## src/rtl/alu_mult_seq.sv

```systemverilog
// alu_mult_seq
// Multi-cycle MULT/MULTU sequencer that borrows the execute-stage ALU as its
// only adder. Signed operands are reduced to magnitudes, multiplied by
// shift-and-add (one ALU add per multiplier bit) and the 2N-bit product is
// negated back when the operand signs differ.
//
// Ports
//   clk, rst_n            : clock, asynchronous active-low reset
//   start                 : request, sampled only while idle
//   signed_op             : 1 = MULT (two's complement), 0 = MULTU
//   op_a, op_b            : multiplicand / multiplier, sampled with start
//   busy                  : high in every state except IDLE
//   done                  : one-cycle pulse when hi/lo are final
//   hi, lo                : product words, held until the next accepted start
//   alu_a, alu_b          : ALU operand drive
//   alu_control           : ALU opcode drive (ADDU or SUBU only)
//   alu_out, alu_cout     : combinational ALU result and carry/borrow bit
`timescale 1ns/1ps
module alu_mult_seq #(
    parameter int DATA_WIDTH = 16,
    parameter int OP_SIZE    = 4
) (
    input  logic                  clk,
    input  logic                  rst_n,
    input  logic                  start,
    input  logic                  signed_op,
    input  logic [DATA_WIDTH-1:0] op_a,
    input  logic [DATA_WIDTH-1:0] op_b,
    output logic                  busy,
    output logic                  done,
    output logic [DATA_WIDTH-1:0] hi,
    output logic [DATA_WIDTH-1:0] lo,
    output logic [DATA_WIDTH-1:0] alu_a,
    output logic [DATA_WIDTH-1:0] alu_b,
    output logic [OP_SIZE-1:0]    alu_control,
    input  logic [DATA_WIDTH-1:0] alu_out,
    input  logic                  alu_cout
);

    localparam int CNT_W = (DATA_WIDTH > 1) ? $clog2(DATA_WIDTH) : 1;
    localparam logic [CNT_W-1:0]   CNT_LAST = CNT_W'(DATA_WIDTH - 1);
    localparam logic [OP_SIZE-1:0] ALU_ADDU = OP_SIZE'(14);
    localparam logic [OP_SIZE-1:0] ALU_SUBU = OP_SIZE'(13);
    localparam logic [DATA_WIDTH-1:0] ZERO_W = {DATA_WIDTH{1'b0}};

    typedef enum logic [2:0] {
        ST_IDLE   = 3'd0,
        ST_ABS_A  = 3'd1,
        ST_ABS_B  = 3'd2,
        ST_ITER   = 3'd3,
        ST_NEG_LO = 3'd4,
        ST_NEG_HI = 3'd5,
        ST_FIX_HI = 3'd6,
        ST_DONE   = 3'd7
    } state_e;

    state_e                state_q, state_d;
    logic [DATA_WIDTH-1:0] mcand_q, mcand_d;
    logic [DATA_WIDTH-1:0] hi_q, hi_d;
    logic [DATA_WIDTH-1:0] lo_q, lo_d;
    logic [CNT_W-1:0]      cnt_q, cnt_d;
    logic                  neg_q, neg_d;
    logic                  borrow_q, borrow_d;
    logic                  sgn_q, sgn_d;
    logic                  busy_q, busy_d;
    logic                  done_q, done_d;

    logic [DATA_WIDTH-1:0] alu_a_s;
    logic [DATA_WIDTH-1:0] alu_b_s;
    logic [OP_SIZE-1:0]    alu_ctl_s;

    // Next-state, datapath updates and ALU drive for the current state.
    always_comb begin
        state_d   = state_q;
        mcand_d   = mcand_q;
        hi_d      = hi_q;
        lo_d      = lo_q;
        cnt_d     = cnt_q;
        neg_d     = neg_q;
        borrow_d  = borrow_q;
        sgn_d     = sgn_q;
        alu_a_s   = ZERO_W;
        alu_b_s   = ZERO_W;
        alu_ctl_s = ALU_ADDU;

        case (state_q)
            ST_IDLE: begin
                if (start) begin
                    mcand_d = op_a;
                    lo_d    = op_b;
                    hi_d    = ZERO_W;
                    cnt_d   = {CNT_W{1'b0}};
                    sgn_d   = signed_op;
                    neg_d   = signed_op & (op_a[DATA_WIDTH-1] ^ op_b[DATA_WIDTH-1]);
                    state_d = signed_op ? ST_ABS_A : ST_ITER;
                end else begin
                    state_d = ST_IDLE;
                end
            end
            ST_ABS_A: begin
                // 0 - x; the most negative value maps to itself, which is
                // still the right unsigned magnitude.
                alu_ctl_s = ALU_SUBU;
                alu_b_s   = mcand_q;
                if (mcand_q[DATA_WIDTH-1]) begin
                    mcand_d = alu_out;
                end else begin
                    mcand_d = mcand_q;
                end
                state_d = ST_ABS_B;
            end
            ST_ABS_B: begin
                alu_ctl_s = ALU_SUBU;
                alu_b_s   = lo_q;
                if (lo_q[DATA_WIDTH-1]) begin
                    lo_d = alu_out;
                end else begin
                    lo_d = lo_q;
                end
                state_d = ST_ITER;
            end
            ST_ITER: begin
                // Add the multiplicand when the current multiplier bit is set,
                // then shift {carry, hi, lo} right by one.
                alu_ctl_s = ALU_ADDU;
                alu_a_s   = hi_q;
                alu_b_s   = lo_q[0] ? mcand_q : ZERO_W;
                hi_d      = {alu_cout, alu_out[DATA_WIDTH-1:1]};
                lo_d      = {alu_out[0], lo_q[DATA_WIDTH-1:1]};
                cnt_d     = cnt_q + CNT_W'(1);
                if (cnt_q == CNT_LAST) begin
                    state_d = sgn_q ? ST_NEG_LO : ST_DONE;
                end else begin
                    state_d = ST_ITER;
                end
            end
            ST_NEG_LO: begin
                // Borrow out of 0 - lo is 1 exactly when lo is nonzero; it is
                // the borrow into the upper word of the 2N-bit negation.
                alu_ctl_s = ALU_SUBU;
                alu_b_s   = lo_q;
                if (neg_q) begin
                    lo_d     = alu_out;
                    borrow_d = alu_cout;
                end else begin
                    borrow_d = 1'b0;
                end
                state_d = ST_NEG_HI;
            end
            ST_NEG_HI: begin
                alu_ctl_s = ALU_SUBU;
                alu_b_s   = hi_q;
                if (neg_q) begin
                    hi_d = alu_out;
                end else begin
                    hi_d = hi_q;
                end
                state_d = ST_FIX_HI;
            end
            ST_FIX_HI: begin
                alu_ctl_s = ALU_SUBU;
                alu_a_s   = hi_q;
                alu_b_s   = {{(DATA_WIDTH-1){1'b0}}, borrow_q};
                if (neg_q) begin
                    hi_d = alu_out;
                end else begin
                    hi_d = hi_q;
                end
                state_d = ST_DONE;
            end
            ST_DONE: begin
                state_d = ST_IDLE;
            end
            default: begin
                state_d = ST_IDLE;
            end
        endcase

        busy_d = (state_d != ST_IDLE);
        done_d = (state_d == ST_DONE);
    end

    // State and datapath registers.
    always_ff @(posedge clk or negedge rst_n) begin
        if (!rst_n) begin
            state_q  <= ST_IDLE;
            mcand_q  <= ZERO_W;
            hi_q     <= ZERO_W;
            lo_q     <= ZERO_W;
            cnt_q    <= {CNT_W{1'b0}};
            neg_q    <= 1'b0;
            borrow_q <= 1'b0;
            sgn_q    <= 1'b0;
            busy_q   <= 1'b0;
            done_q   <= 1'b0;
        end else begin
            state_q  <= state_d;
            mcand_q  <= mcand_d;
            hi_q     <= hi_d;
            lo_q     <= lo_d;
            cnt_q    <= cnt_d;
            neg_q    <= neg_d;
            borrow_q <= borrow_d;
            sgn_q    <= sgn_d;
            busy_q   <= busy_d;
            done_q   <= done_d;
        end
    end

    assign busy        = busy_q;
    assign done        = done_q;
    assign hi          = hi_q;
    assign lo          = lo_q;
    // ALU drive must be same-cycle so the adder result lands in the state
    // registers on the next edge.
    assign alu_a       = alu_a_s;
    assign alu_b       = alu_b_s;
    assign alu_control = alu_ctl_s;

endmodule

```

## config.mk

```make
export PLATFORM = sky130hd
export DESIGN_NAME = alu_mult_seq
export DESIGN_NICKNAME = d
export VERILOG_FILES = /design/src/rtl/alu_mult_seq.sv
export SDC_FILE = /design/constraint.sdc
export NUM_CORES = 1
export LEC_CHECK = 0
export CAP_MARGIN = 20
export CELL_PAD_IN_SITES_DETAIL_PLACEMENT = 2
export CELL_PAD_IN_SITES_GLOBAL_PLACEMENT = 2
export CORE_ASPECT_RATIO = 0.7
export CORE_UTILIZATION = 29
export CTS_CLUSTER_DIAMETER = 100
export DETAILED_ROUTE_END_ITERATION = 10
export GPL_TIMING_DRIVEN = 0
export PLACE_DENSITY_LB_ADDON = 0.1
export SETUP_SLACK_MARGIN = 0.05
export SYNTH_ARGS = -nofsm -noshare
export SYNTH_HDL_FRONTEND = slang
export SYNTH_SLANG_ARGS = --single-unit
```

## constraint.sdc

```tcl
create_clock -name clk -period 2.6 [get_ports clk]
set_input_delay 0.52 -clock clk [delete_from_list [all_inputs] [get_ports clk]]
set_output_delay 0.52 -clock clk [all_outputs]
set_load 0.03 [all_outputs]
```

==> metrics.cfg <==
[timing]
rsz0062_at_grt=true
relSlewSlack_pct=43.5
finalCriticalPeriod_ps=2480
fin_crit_sh_pct=95.5
fin_ws_ps=116
slew_viol_final=0
hold_viol_final=0
tns_ps=0
fmax_mhz=403
worstMarginPinSlew_ps=847
skew_ps=8.83
setup_viol=0

[clock_network]
clkTransAtPathRegs_ps=50
cts_tree=built
cts_root_buffer=clkbuf_16
cts_buffers=9
clk_path_buf_depth=2
clock-sinks=60
insertion_delay_ps=340
htree_num_levels=3

[critical_path]
worstPathRequired_ps=2080
crit_type=flop to output port
critical_path.max_fanout=10
r2r_cells=5
critPathLaunchType=flop
cp.arrival_ps=1960
cp-end-kind=output port

[logic_synthesis]
synth_cells=366
ys.flop_type=dfrtp_1
ys_types=52
ys_seq_elements=60
syn_avg_cell_area_sq_um=9.63
synthesis.area_sq_um=3520
yosysWarnings=0
yosysSeqAreaShare_pct=42.6
synth_edf_count=0
async_reset_ff_share_pct=100

[drt]
ant_nets=0
wire_per_inst_um=24.6
drtIter0Drc=361
vias_per_cell=5.70
totalWireLength_um=16500
firstDrtPassIters=5
drcViolationCount=0
via_count=3818

[global_routing]
gr-total-overflow=0
track_usage_pct=27.0
antenna_found_initial=0
grt_pass1_vias=4136
grt_pass1_wl_um=24900
grt_max_degree=61

[floorplanning]
core_sq_um=11800
die-area_sq_um=12600
io_pins=123
start_util_pct=29.9
die_w_um=134
die_y_um=94.2
fp-row-count=33

[placed_design]
place_worst_setup_slack_ps=-837
port_buffers=120
gp_congestion=0.781
placed_cells=644
dpl.hpwl_um=11000

[finish]
nFillCells=1228
nets=562
syn_to_final_growth_pct=50.5
final_cells=670
num_antenna_cells=0
drive_gt1_share_pct=22.2

[power_and_ir_drop]
leakagePower_nw=2.38
power_density_nw_per_um2=1500
ir_worst_vdd_uv=596
total_power_w=0.00797

[job]
maxCapViolCount=0

[outcome]
status=completed

[min_path]
hold_path.class=primary input to async pin

[metrics by stage]
stage | hold WS, ps | utilization [%] | cell area (sq um)
finish | 285 | 45.1 | 5300
global placement | 490 | 41.9 | 4920
floorplan | 224 | - | 3530
global route | 343 | 45.1 | 5300
detailed placement | 500 | 41.8 | 4920
CTS | 312 | 45.0 | 5300
[cells in the mapped netlist (all sizes together) (2+ instances only)]
cell	n	area, sq um
nand4	2	12.5
nor3	2	15.0
dfrtp	60	1500
nand2b	3	18.8
nor2b	5	38.8
xor2	2	17.5
o31ai	3	22.5
mux2	16	210
mux2i	3	30.0
nand2	27	104
o21ai	27	135
buf	23	136
clkbuf	11	42.5
inv	36	135
a22oi	44	330
a21oi	8	43.8
and2	18	113
o22ai	15	93.8
nor2	8	30.0
nand3	4	20.0
a222oi	30	300
nor3b	2	20.0
[metal layers]
layer	GRT usage, %	routed length (um)
met2	42.2	7500
met4	8.05	226
met5	0	0
met3	5.18	977
met1	37.5	7810
[what timing repair did]
item                       in CTS  in global routing
pin swaps                       5                  3
setup endpoints to repair      34                 34
resized for setup             173                 17
setup buffers                   8                  2
hold endpoints to repair        0                  0
hold buffers                    0                  0
[state kept, by name, indices dropped and copies added (netlist names)]
name and count:
sgn_q 1, cnt_q 4, hi 16, state_q 3
lo 16, neg_q 1, borrow_q 1, mcand_q 16
done 1, busy 1
[layout make-up]
class                   instances  area, sq um  area share [%]
clock inverters                 5         75.1            1.42
flip-flops and latches         60         1500            28.4
plain buffers                  34          233            4.39
clock buffers                  11          243            4.58
repair buffers                130         1150            21.7
inverters                      36          139            2.62
multi-input cells             237         1760            33.2
well taps                     157          196            3.70
[cell usage in the layout, fill, tap and decap left out, drive strengths merged, types with 4 or more instances in the layout]
| master | netlist | layout |
|---|---|---|
| clkdlybuf4s50 | 0 | 85 |
| dfrtp | 60 | 60 |
| buf | 23 | 58 |
| a22oi | 44 | 44 |
| inv | 36 | 35 |
| a222oi | 30 | 30 |
| nand2 | 27 | 27 |
| o21ai | 27 | 27 |
| clkbuf | 11 | 25 |
| and2 | 18 | 18 |
| mux2 | 16 | 16 |
| o22ai | 15 | 15 |
| nor2 | 8 | 8 |
| a21oi | 8 | 8 |
| clkdlybuf4s15 | 0 | 6 |
| nor2b | 5 | 5 |
| nand3 | 4 | 4 |
[worst paths after layout]
path	start	endpoint	slack, ps
min in group clk	mcand_q[10]$_DFFE_PN0P_	mcand_q[10]$_DFFE_PN0P_	510
min	rst_n	mcand_q[1]$_DFFE_PN0P_	290
max	state_q[2]$_DFF_PN0_	alu_a[15]	120
max in group asynchronous	rst_n	state_q[2]$_DFF_PN0_	1720
min reg2reg	mcand_q[10]$_DFFE_PN0P_	mcand_q[10]$_DFFE_PN0P_	510
max reg2reg	state_q[0]$_DFF_PN0_	hi[3]$_DFFE_PN0P_	460
[logic make-up after synthesis]
kind of cell,Yosys count,synth area share (%)
flops,60,42.6
fa+ha+maj,1,0.355
compound gates,137,28.9
buf+inv,70,8.91
xor+xnor,2,0.497
other cells,1,0.106
mux,19,6.82
simple gates,76,11.8
[critical path, stage by stage, from the launching register on]
cell and delay, ps:
dfrtp_2 410, buf_6 170, nor2b_4 160, inv_1 70, a21oi_4 190, and2_1 210, dlygate4sd2_1 410
[where the power goes]
group          total [W]  switching [W]  internal (W)
sequential       0.00181       0.000446       0.00137
clock            0.00131       0.000454      0.000860
combinational    0.00484        0.00290       0.00194
No activity file was read; power rests on OpenSTA's default activity.
==> RTL edit, RTL diff (same flow settings) <==
`OP_SIZE`: 4 -> 2.
--- a/src/rtl/alu_mult_seq.sv
+++ b/src/rtl/alu_mult_seq.sv
@@ -18,7 +18,7 @@
 `timescale 1ns/1ps
 module alu_mult_seq #(
     parameter int DATA_WIDTH = 16,
-    parameter int OP_SIZE    = 4
+    parameter int OP_SIZE    = 2
 ) (
     input  logic                  clk,
     input  logic                  rst_n,
Ports: changed (resized alu_control); port bits go from 123 to 121. No check against the original RTL was run, so the function may have changed too.
==> RTL edit against the unedited design <==
  * Register-to-register slack barely moved
  * Non-clock buffer count is 1 lower
  * Final area is 1.4% lower
  * Routed wire length barely moved
  * Global-route usage grew 0.53 points
  * Power fell by 2.3%
  * Sequential share of layout area rose by 0.39 points
  * Sequential cell count unchanged
  * Setup slack got worse by 0.0091 ns
  * Area after synthesis down 0.53%
  * Largest cell class unchanged
==> RTL edit: results (changes against the unedited design) <==
| Metric | Value |
|---|---|
| Num CTS Buffers | 9 (unchanged) |
| Clock Skew | 0.00329 ns (-0.00554 ns) |
| Seq/Total Area, Yosys | 0.428 (+0.00228) |
| Ys async rst share | 1.00 (unchanged) |
| Comb pwr share | 0.618 (+0.011) |
| Vias per inst | 5.71 (+0.24%) |
| Worst reg2reg path endpoint | mcand_q[15]$_DFFE_PN0P_ |
| Top cells by area, synth | dfrtp_1 43%, a22oi_1 9.4%, a222oi_1 8.6% |
| Clock Tree Buf Depth | 2 (unchanged) |
| Largest net degree at the start of global routing | 61 (unchanged) |
| Synth cell types | 51 (-1.9%) |
| Fin cells | 667 (-0.45%) |
| CTS clock-pin slew for the worst setup and hold paths | 0.05 ns (about the same) |
| Final setup viols | 0 (unchanged) |
| R2r setup slk | 0.46 ns (about the same) |
| Gate Count Post-Synth | 363 (-0.82%) |
| Layout cells sized above 1 | 0.224 (+0.00131) |
| Crit path from | state_q[0]$_DFF_PN0_ |
| Crit-path max FO | 10 (unchanged) |
| Worst min path class | in -> async |
| Root Buffer | clkbuf_16 |
| Clk network pwr share | 0.149 (-0.016) |
| Yosys warnings | 0 (unchanged) |
| WP data arrival | 1.97 ns |
| # port buffers | 120 (unchanged) |
| Psw | 3.77 mW (-0.58%) |
| Post-synth top area share | 0.428 (+0.00228) |
| # nets final | 559 (-0.53%) |
| Gr usage total | 0.275 (+0.00528) |
| Tightest Pin Transition | 0.834 ns (-0.0132 ns) |
| Synth Flop Type | dfrtp_1 |
| Clk_lat worst skew | 0.34 ns (about the same) |
| VDD IR max | 0.468 mV (-22%) |
| Post-DP HPWL | 11.3 mm (+2.6%) |
| GP Congestion | 0.785 (+0.54%) |
| Post-synth top cells | 60 x dfrtp_1, 44 x a22oi_1, 35 x inv_1 |
| Vias in the first global route | 4154 (+0.44%) |
| Antenna cells | 0 (unchanged) |
| Min Hold Slack | 0.283 ns (-0.00277 ns) |
| DRC marker count from the first detailed-route iteration | 356 (-1.4%) |
| R2R cell count | 4 (-1) |
| Pre-CTS setup slack | -0.815 ns (+0.0222 ns) |
| Antenna violations before repair | 0 (unchanged) |
| Mapped Nets | 417 |
| Global-route wire length before repair | 25.2 mm (+1.1%) |
| H-tree Lvls | 3 (unchanged) |
| Drt total wl | 16.5 mm (about the same) |
| Crit path to | alu_b[14] |
| Inst Count DP | 640 (-0.62%) |
| Status | complete, no violations |
| Static leakage | 2.36 nW (-1.2%) |
| Placed instance area | 0.00490 mm² (-0.46%) |
| Fmax | 401 MHz (-0.36%) |
| DRT Pass-1 Iters | 6 (+1) |
RTL edit: cell types whose count changed after synthesis, sizes merged:
cell	delta
buf	-2
conb	-1
RTL edit: cells by family (layout without fill, tap and decap cells):
family,count (synthesis),count (layout),share of synthesized area
AOI/OAI and AO/OA,137,137,0.291
DFF,60,60,0.428
adders and majority gates,1,1,0.00357
xor gates and xnor gates,2,2,0.00500
buffers and inverters,68,215,0.0853
muxes,19,19,0.0685
and+or+nand+nor,76,76,0.119
RTL edit: per-stage QoR:
stage          TNS (ns)  power (mW)
2_1_floorplan         0        4.59
3_3_place_gp     -87.96        6.38
3_5_place_dp     -19.88        6.53
4_1_cts               0        7.85
5_1_grt               0        8.21
6_report              0        7.78
RTL edit: routing by layer:
| metal | track usage | routed length, µm | vias to the layer above |
|---|---|---|---|
| li1 | - | - | 1665 |
| met1 | 0.382 | 7680 | 1978 |
| met2 | 0.427 | 7510 | 154 |
| met3 | 0.0653 | 1140 | 13 |
| met4 | 0.0729 | 177 | 0 |
| met5 | 0 | 0 | - |
RTL edit: critical path, stage by stage (launching register included):
cell             delay, ns
dfrtp_2               0.38
buf_6                 0.18
clkinvlp_4            0.14
nor3_4                0.26
buf_4                 0.20
a222oi_1              0.10
inv_1                 0.07
clkdlybuf4s15_2       0.31
RTL edit: cell type report:
cell class | count | area (µm²)
Sequential cell | 60 | 1500
Multi-Input combinational cell | 235 | 1750
Buffer | 32 | 220
Clock inverter | 4 | 22.5
Inverter | 36 | 139
Tap cell | 157 | 196
Fill cell | 1254 | 6500
Clock buffer | 12 | 267
Timing Repair Buffer | 131 | 1130
RTL edit: repair_timing:
action                                 CTS  global route
setup buffers                            9             2
resized for setup                      148            51
endpoints found under the hold margin    0             0
pin swaps                                8             6
setup endpoints to repair               34            31
